File: src/rtl/umul_seq.sv
// Iterative shift-add unsigned multiplier: one shared 2W-bit adder, W steps, saturated result.
// Optional build macro UMUL_SEQ_EARLY_EXIT_EN ends the step loop once the remaining multiplier bits are zero.
module umul_seq #(
  parameter int unsigned DATA_WIDTH = 8
) (
  input  logic                  clk,
  input  logic                  rst,
  input  logic                  in_valid,
  output logic                  in_ready,
  input  logic [DATA_WIDTH-1:0] in0,
  input  logic [DATA_WIDTH-1:0] in1,
  output logic                  out_valid,
  input  logic                  out_ready,
  output logic [DATA_WIDTH-1:0] out,
  output logic                  sig_ov,
  output logic                  busy
);

  localparam int unsigned W     = DATA_WIDTH;
  localparam int unsigned AW    = 2 * DATA_WIDTH;
  localparam int unsigned CNT_W = $clog2(DATA_WIDTH);

  typedef enum logic [1:0] {
    S_IDLE = 2'd0,
    S_BUSY = 2'd1,
    S_DONE = 2'd2
  } state_t;

  state_t           r_state;
  state_t           w_next;
  logic [AW-1:0]    r_mcand;
  logic [W-1:0]     r_mplier;
  logic [AW-1:0]    r_acc;
  logic [CNT_W-1:0] r_cnt;
  logic [W-1:0]     r_out;
  logic             r_ov;
  logic             r_out_valid;

  logic [W-1:0]     w_mplier_shr;
  logic [AW-1:0]    w_addend;
  logic [AW-1:0]    w_acc_sum;
  logic             w_last;
  logic             w_accept;
  logic             w_sum_ov;

  // One step of the shared adder plus the loop-termination decision.
  always_comb begin
    w_mplier_shr = r_mplier >> 1;
    w_addend     = r_mplier[0] ? r_mcand : '0;
    w_acc_sum    = r_acc + w_addend;
    w_sum_ov     = |w_acc_sum[AW-1:W];
`ifdef UMUL_SEQ_EARLY_EXIT_EN
    w_last = (r_cnt == CNT_W'(W - 1)) || (w_mplier_shr == '0);
`else
    w_last = (r_cnt == CNT_W'(W - 1));
`endif
  end

  always_ff @(posedge clk or posedge rst) begin
    if (rst) begin
      r_state <= S_IDLE;
    end else begin
      r_state <= w_next;
    end
  end

  always_comb begin
    w_next   = r_state;
    w_accept = 1'b0;
    case (r_state)
      S_IDLE: begin
        if (in_valid) begin
          w_accept = 1'b1;
          w_next   = S_BUSY;
        end
      end
      S_BUSY: begin
        if (w_last) begin
          w_next = S_DONE;
        end
      end
      S_DONE: begin
        if (out_ready) begin
          w_next = S_IDLE;
        end
      end
      default: begin
        w_next = S_IDLE;
      end
    endcase
  end

  // Operand capture, per-step datapath update and result registration on DONE entry.
  always_ff @(posedge clk or posedge rst) begin
    if (rst) begin
      r_mcand     <= '0;
      r_mplier    <= '0;
      r_acc       <= '0;
      r_cnt       <= '0;
      r_out       <= '0;
      r_ov        <= 1'b0;
      r_out_valid <= 1'b0;
    end else begin
      case (r_state)
        S_IDLE: begin
          if (w_accept) begin
            r_mcand  <= AW'(in0);
            r_mplier <= in1;
            r_acc    <= '0;
            r_cnt    <= '0;
          end
        end
        S_BUSY: begin
          r_acc    <= w_acc_sum;
          r_mcand  <= {r_mcand[AW-2:0], 1'b0};
          r_mplier <= w_mplier_shr;
          r_cnt    <= r_cnt + CNT_W'(1);
          if (w_last) begin
            r_ov        <= w_sum_ov;
            r_out       <= w_sum_ov ? '1 : w_acc_sum[W-1:0];
            r_out_valid <= 1'b1;
          end
        end
        S_DONE: begin
          if (out_ready) begin
            r_out_valid <= 1'b0;
          end
        end
        default: begin
          r_out_valid <= 1'b0;
        end
      endcase
    end
  end

  // Handshake/status flags come only from the state register; in_ready is masked during reset.
  assign in_ready  = (r_state == S_IDLE) && !rst;
  assign busy      = (r_state == S_BUSY);
  assign out_valid = r_out_valid;
  assign out       = r_out;
  assign sig_ov    = r_ov;

endmodule

File: config.mk
export PLATFORM = sky130hd
export DESIGN_NAME = umul_seq
export DESIGN_NICKNAME = d
export VERILOG_FILES = /design/src/rtl/umul_seq.sv
export SDC_FILE = /design/constraint.sdc
export NUM_CORES = 1
export LEC_CHECK = 0
export ABC_AREA = 1
export CAP_MARGIN = 15
export CORE_MARGIN = 1
export CORE_UTILIZATION = 55
export DETAILED_ROUTE_END_ITERATION = 6
export PLACE_DENSITY = 0.77
export REMOVE_ABC_BUFFERS = 1
export SYNTH_ARGS = -nofsm -noshare
export SYNTH_HDL_FRONTEND = slang
export SYNTH_SLANG_ARGS = --single-unit
File: constraint.sdc
create_clock -name clk -period 3 [get_ports clk]
set_input_delay 0.3 -clock clk [delete_from_list [all_inputs] [get_ports clk]]
set_output_delay 0.3 -clock clk [all_outputs]
set_load 0.01 [all_outputs]
==> results of run 1 <==
## metal layers
layer	part of all wire [%]	track usage [%]	up-vias
met4	1.8	7.50	0
met1	48	33.2	1414
met2	47	40.7	47
met5	0	0	-
li1	-	-	1565
met3	2.8	3.82	10
## stage by stage
step                hold WS, ps  power (W)
detailed placement          480    0.00344
finish                      490    0.00386
global placement            469    0.00337
floorplan                   445    0.00278
CTS                         494    0.00387
global route                509    0.00420
## worst max path at each step
| stage | endpoint | slack [ps] | startpoint |
|---|---|---|---|
| final | out[6] | 350 | r_mplier[0] |
| after global routing | out[6] | 80 | r_mplier[0] |
| after CTS | out[4] | 370 | r_mplier[0] |
| after detailed placement | out[4] | 380 | r_mplier[0] |
| after global placement | out[6] | 500 | r_mplier[0] |
| after floorplan | out[0] | 640 | r_state[0] |
## worst max-delay path, cell delays in order, from the launching register on
cell     delay, ps
dfrtp_1        570
nand2_1        140
inv_1           60
ha_1           240
fa_1           470
nand3_1        100
nand3_1        130
nand2_1        110
nand2_1         60
nand2_1         50
nand2_1         70
nor2_2          90
nand2_2         90
nor2_8         180
nand3_1        100
nand2_1         80
inv_1           40
## where the power goes
| part | switching, W | internal, W |
|---|---|---|
| sequential | 0.000231 | 0.00107 |
| combinational | 0.00133 | 0.000806 |
| clock | 0.000254 | 0.000165 |
| total | 0.00182 | 0.00204 |
## cells by family after synthesis
group | count (synthesis)
flip-flops | 55
AND/OR/NAND/NOR | 234
AO/OA/AOI/OAI | 64
XOR/XNOR | 7
adder cells (fa/ha/maj) | 18
buffers and inverters | 95
## cell type report
cell class                      instances  share of cell area [%]
Clock inverter                          3                   0.479
Sequential cell                        55                    35.1
Tap cell                               75                    2.39
Timing Repair Buffer                   36                    8.87
Multi-Input combinational cell        323                    43.8
Clock buffer                            5                    1.76
Inverter                               79                    7.56
## placed cells by master (no fill, tap or decap), types with 5 or more instances in the layout
cell and n:
a21oi_1 9, buf_4 5, clkbuf_8 5, clkdlybuf4s50_1 31
dfrtp_1 55, ha_1 17, inv_1 75, nand2_1 116
nand2_2 7, nand3_1 57, nor2_1 27, o21ai_0 43
o22ai_1 8, or2_2 8, xnor2_1 6
## state kept, by name, summed over array words and instances (netlist names)
name       flops
r_cnt          3
r_state        2
out_valid      1
out            8
r_acc         16
sig_ov         1
r_mplier       8
r_mcand       16
==> flow_metrics.tcl, run 1 <==
set metrics [dict create \
    fin_skew_ps 6.92 \
    fmax_mhz 377 \
    dieHeight_um 81.3 \
    hold_buffers 0 \
    drc_errors 0 \
    netlist_area_mm2 0.00345 \
    final_cells 576 \
    synth_xor_area_share_pct 1.77 \
    p_leak_nw 2.09 \
    post-place-ws_ps 384 \
    yosys.area_share.simple_pct 31.2 \
    timing.rr.end "out[6]" \
    gr-total-overflow 0 \
    hold_path_depth 1 \
    irDropWorstVdd_v 0.000677 \
    async_reset_ff_share_pct 100 \
    cp_max_fo 17 \
    gr-usage-all-layers_pct 24.6 \
    worstPathRequired_ps 3210 \
    place_area_mm2 0.00383 \
    path_class "register to register" \
    clock_sinks 55 \
    portBuffers 31 \
    clock_path_buffers 2 \
    final_layout_size_suffix_gt1_share_pct 8.98 \
    routedWlPerCell_um 13.0 \
    die_width_um 81.3 \
    outcome "complete, no violations" \
    grt_pass1_wl_um 12300 \
    worstSetupEndpointType "register" \
    min_period_ps 2650 \
    first_pass_iters 4 \
    arrival_ps 2870 \
    postSynthCellCount 473 \
    ff_latch_area_mm2 0.00138 \
    num_io_pins 32 \
    slew_headroom_pct 54.2 \
    numPlacedInstances 568 \
    grt_antenna_before_repair 0 \
    placementRows 28 \
    synth_most_common_cell "nand2_1" \
    final_antenna_net_count 0 \
    numCtsBuffers 5 \
    yosysSeqAreaShare_pct 39.8 \
    fin_nets 538 \
    synth_fa_ha_area_share_pct 6.74 \
    hold_end "r_cnt[0]" \
    cts_tree "built" \
    r2r-start "r_mplier[0]" \
    cp-start-kind "register" \
    dr_total_vias 3036 \
    finalSetupViolCount 0 \
    synth_top_cell_area_share_pct 39.8 \
    max_slew.worst_pin.slew_ps 687 \
    hold_path.class "register to register" \
    hold_violations 0 \
    fin_crit_sh_pct 88.4 \
    h-tree-depth 2 \
    finalWorstSetupSlack_ps 347 \
    core-area_mm2 0.00599 \
    yosysUniqueCellTypes 30 \
    min_from "r_cnt[0]" \
    place_congestion 0.891 \
    multi_input_area_mm2 0.00172 \
    routed_wl_um 7510 \
    fin_tns_setup_ps 0 \
    avgSynthCellArea_um2 7.30 \
    clkLatencyLatePin_ps 310 \
    grt_pass1_vias 2707 \
    reg2reg_slack_ps 350 \
    vias_per_cell 5.27 \
    final_area_mm2 0.00392 \
    synth-edff-count 0 \
    synth_top_family_by_area "simple AND/OR/NAND/NOR gates" \
    start_util_pct 57.7 \
    yosys_warnings 0 \
    p_per_area_mw_per_mm2 985 \
    drtIter0Drc 223 \
    nFillCells 524 \
    synthTopCellsByCount "nand2_1, inv_1, nand3_1, dfrtp_1, o21ai_0" \
    synth.area.top_cells "dfrtp_1, nand2_1, nand3_1, inv_1, o21ai_0" \
    ys_seq_elements 55 \
    die-area_mm2 0.00660 \
    cts_root_buf "clkbuf_8" \
    finalCoreUtilization_pct 65.4 \
    clk_pin_slew_ps 100 \
    synthMuxAreaShare_pct 0 \
    synth_top_flop_cell "dfrtp_1" \
    grt_setup_unrepaired "no" \
    hpwl_um 5540 \
    postCtsSetupRepairBufs 0 \
    drv_cap 0 \
    drv_slew 0 \
    r2r_cells 16 \
    yosysTopAreaCell "dfrtp_1" \
    synthToLayoutAreaGrowth_pct 13.5 \
    antenna_cells 0 \
    synth_compound_area_share_pct 10.0 \
    grt_start_max_net_pins 56 \
    ctsResizeCount 0 \
]
(Power assumes the default switching activity.)
==> inputs of run 2 (changes only) <==
- ABC_CLOCK_PERIOD_IN_PS: unset -> 3000
==> results of run 2 <==
The final DEF is identical to that of run 1; final timing and power are the same.
==> inputs of run 3 (changes only) <==
- PLACE_DENSITY: 0.77 -> 0.73
==> flow_metrics.tcl, run 3 (same netlist as run 1, synthesis figures left out) <==
set metrics [dict create \
    outcome "complete, no violations" \
    postCtsSetupRepairBufs 0 \
    cts_tree "built" \
    hold_buffers 0 \
    r2r_cells 16 \
    clkPwrFrac_pct 13.5 \
    synthToLayoutAreaGrowth_pct 14.6 \
    drtIter0Drc 175 \
    p_total_w 0.00398 \
    vias_per_cell 5.22 \
    arrival_ps 2830 \
    final_cells 577 \
    final_common_cell "nand2_1" \
    fin_nets 539 \
    first_pass_iters 5 \
    fin_crit_sh_pct 86.8 \
    portBuffers 31 \
    layout_common_cells "nand2_1, inv_1, nand3_1" \
    die-area_mm2 0.00660 \
    place_congestion 0.876 \
    reg_top3 "r_acc x16, r_mcand x16" \
    worstPathRequired_ps 3230 \
    die_width_um 81.3 \
    path_cells "nand2_1 > inv_1 > ha_1 > fa_1 > nand3_1 > nand3_1 > nand2_1 > nand2_1 > nand2_1 > nand2_1 > nor2_2 > nand2_2 > nor2_8 > nand3_1 > nand2_1 > inv_1" \
    antenna_cells 0 \
    routed_wl_um 7670 \
    cp_slowest_stage_delay_ps 570 \
    finalSetupViolCount 0 \
    timing.rr.end "out[7]" \
    gr-total-overflow 0 \
    hold_violations 0 \
    slew_headroom_pct 54.8 \
    hold_path.class "primary input to asynchronous set/reset pin" \
    max_slew.worst_pin.slew_ps 677 \
    grt_pass1_vias 2743 \
    cp-start-kind "register" \
    routedWlPerCell_um 13.3 \
    clock_sinks 55 \
    p_int_w 0.00214 \
    h-tree-depth 2 \
    pwr-share-comb_pct 53.8 \
    placementRows 28 \
    grt_start_max_net_pins 38 \
    fin_skew_ps 3.31 \
    num_io_pins 32 \
    final_antenna_net_count 0 \
    dr_total_vias 3014 \
    numCtsBuffers 5 \
    p_leak_nw 2.11 \
    r2r-start "r_mplier[0]" \
    clkLatencyLatePin_ps 320 \
    path_buf_inv 2 \
    clock_path_buffers 2 \
    grt_antenna_before_repair 0 \
    power.switching_w 0.00185 \
    reg2reg_slack_ps 400 \
    path_class "register to register" \
    cpMaxStageDelayCell "dfrtp_1" \
    irDropWorstVdd_v 0.000670 \
    hpwl_um 5720 \
    cts_root_buf "clkbuf_8" \
    fin_tns_setup_ps 0 \
    drv_slew 0 \
    start_util_pct 57.7 \
    gr-usage-all-layers_pct 25.1 \
    clk_pin_slew_ps 110 \
    drv_cap 0 \
    drc_errors 0 \
    grt_pass1_wl_um 12600 \
    switching_share_pct 46.3 \
    final_layout_size_suffix_gt1_share_pct 9.16 \
    pwr-share-seq_pct 32.7 \
    numPlacedInstances 569 \
    crit_top_cell "nand2_1" \
    finalCoreUtilization_pct 66.1 \
    grt_setup_unrepaired "no" \
    ctsResizeCount 0 \
    cp_max_fo 17 \
    dieHeight_um 81.3 \
    worstSetupEndpointType "register" \
    critPathTopFamily "simple AND/OR/NAND/NOR gates" \
    p_per_area_mw_per_mm2 1010 \
    core-area_mm2 0.00599 \
    fmax_mhz 384 \
    min_period_ps 2600 \
]
## run 3: cell types whose count changed in the layout (fill, tap and decap cells not counted), sizes merged
| cell | previous run | this run |
|---|---|---|
| bufinv | 0 | 1 |
| buf | 5 | 6 |
| clkinv | 2 | 0 |
| inv | 80 | 81 |
## run 3: worst max-delay path by stage
stage	startpoint	slack, ps	depth (start not counted)	to
6_report	r_mplier[0]	400	16	out[7]
5_1_grt	r_mplier[0]	120	16	out[6]
4_1_cts	r_mplier[0]	390	16	out[7]
3_5_place_dp	r_mplier[0]	410	16	out[0]
3_3_place_gp	r_mplier[0]	500	16	out[7]
2_1_floorplan	r_state[0]	640	11	out[0]
## run 3: stage by stage
stage | worst slack, ps | hold WS (ps) | cell area (µm²)
floorplan | 637 | 445 | 3390
global placement | 495 | 470 | 3840
detailed placement | 406 | 481 | 3840
CTS | 394 | 419 | 3960
global route | 122 | 486 | 3960
finish | 396 | 410 | 3960
## run 3: final cells by class
type / count / area [µm²]
inverter: 79 / 297
tap: 75 / 93.8
fill: 531 / 2030
clock inverter: 3 / 50.0
multi-input combinational: 323 / 1720
timing repair buffer: 37 / 355
clock buffer: 5 / 68.8
sequential: 55 / 1380
## run 3: power by group through the flow
stage                     Clock (W)  Sequential (W)  Combinational (W)
final                      0.000537         0.00130            0.00214
after global routing       0.000574         0.00134            0.00241
after CTS                  0.000555         0.00130            0.00215
after detailed placement          0         0.00131            0.00214
after global placement            0         0.00130            0.00210
after floorplan                   0         0.00127            0.00151
## run 3: metal layers
metal,GRT usage [%],share of wire [%],up-vias
li1,-,-,1554
met1,33.5,46,1393
met2,41.8,49,55
met3,3.60,3.2,12
met4,7.86,1.9,0
met5,0,0,-
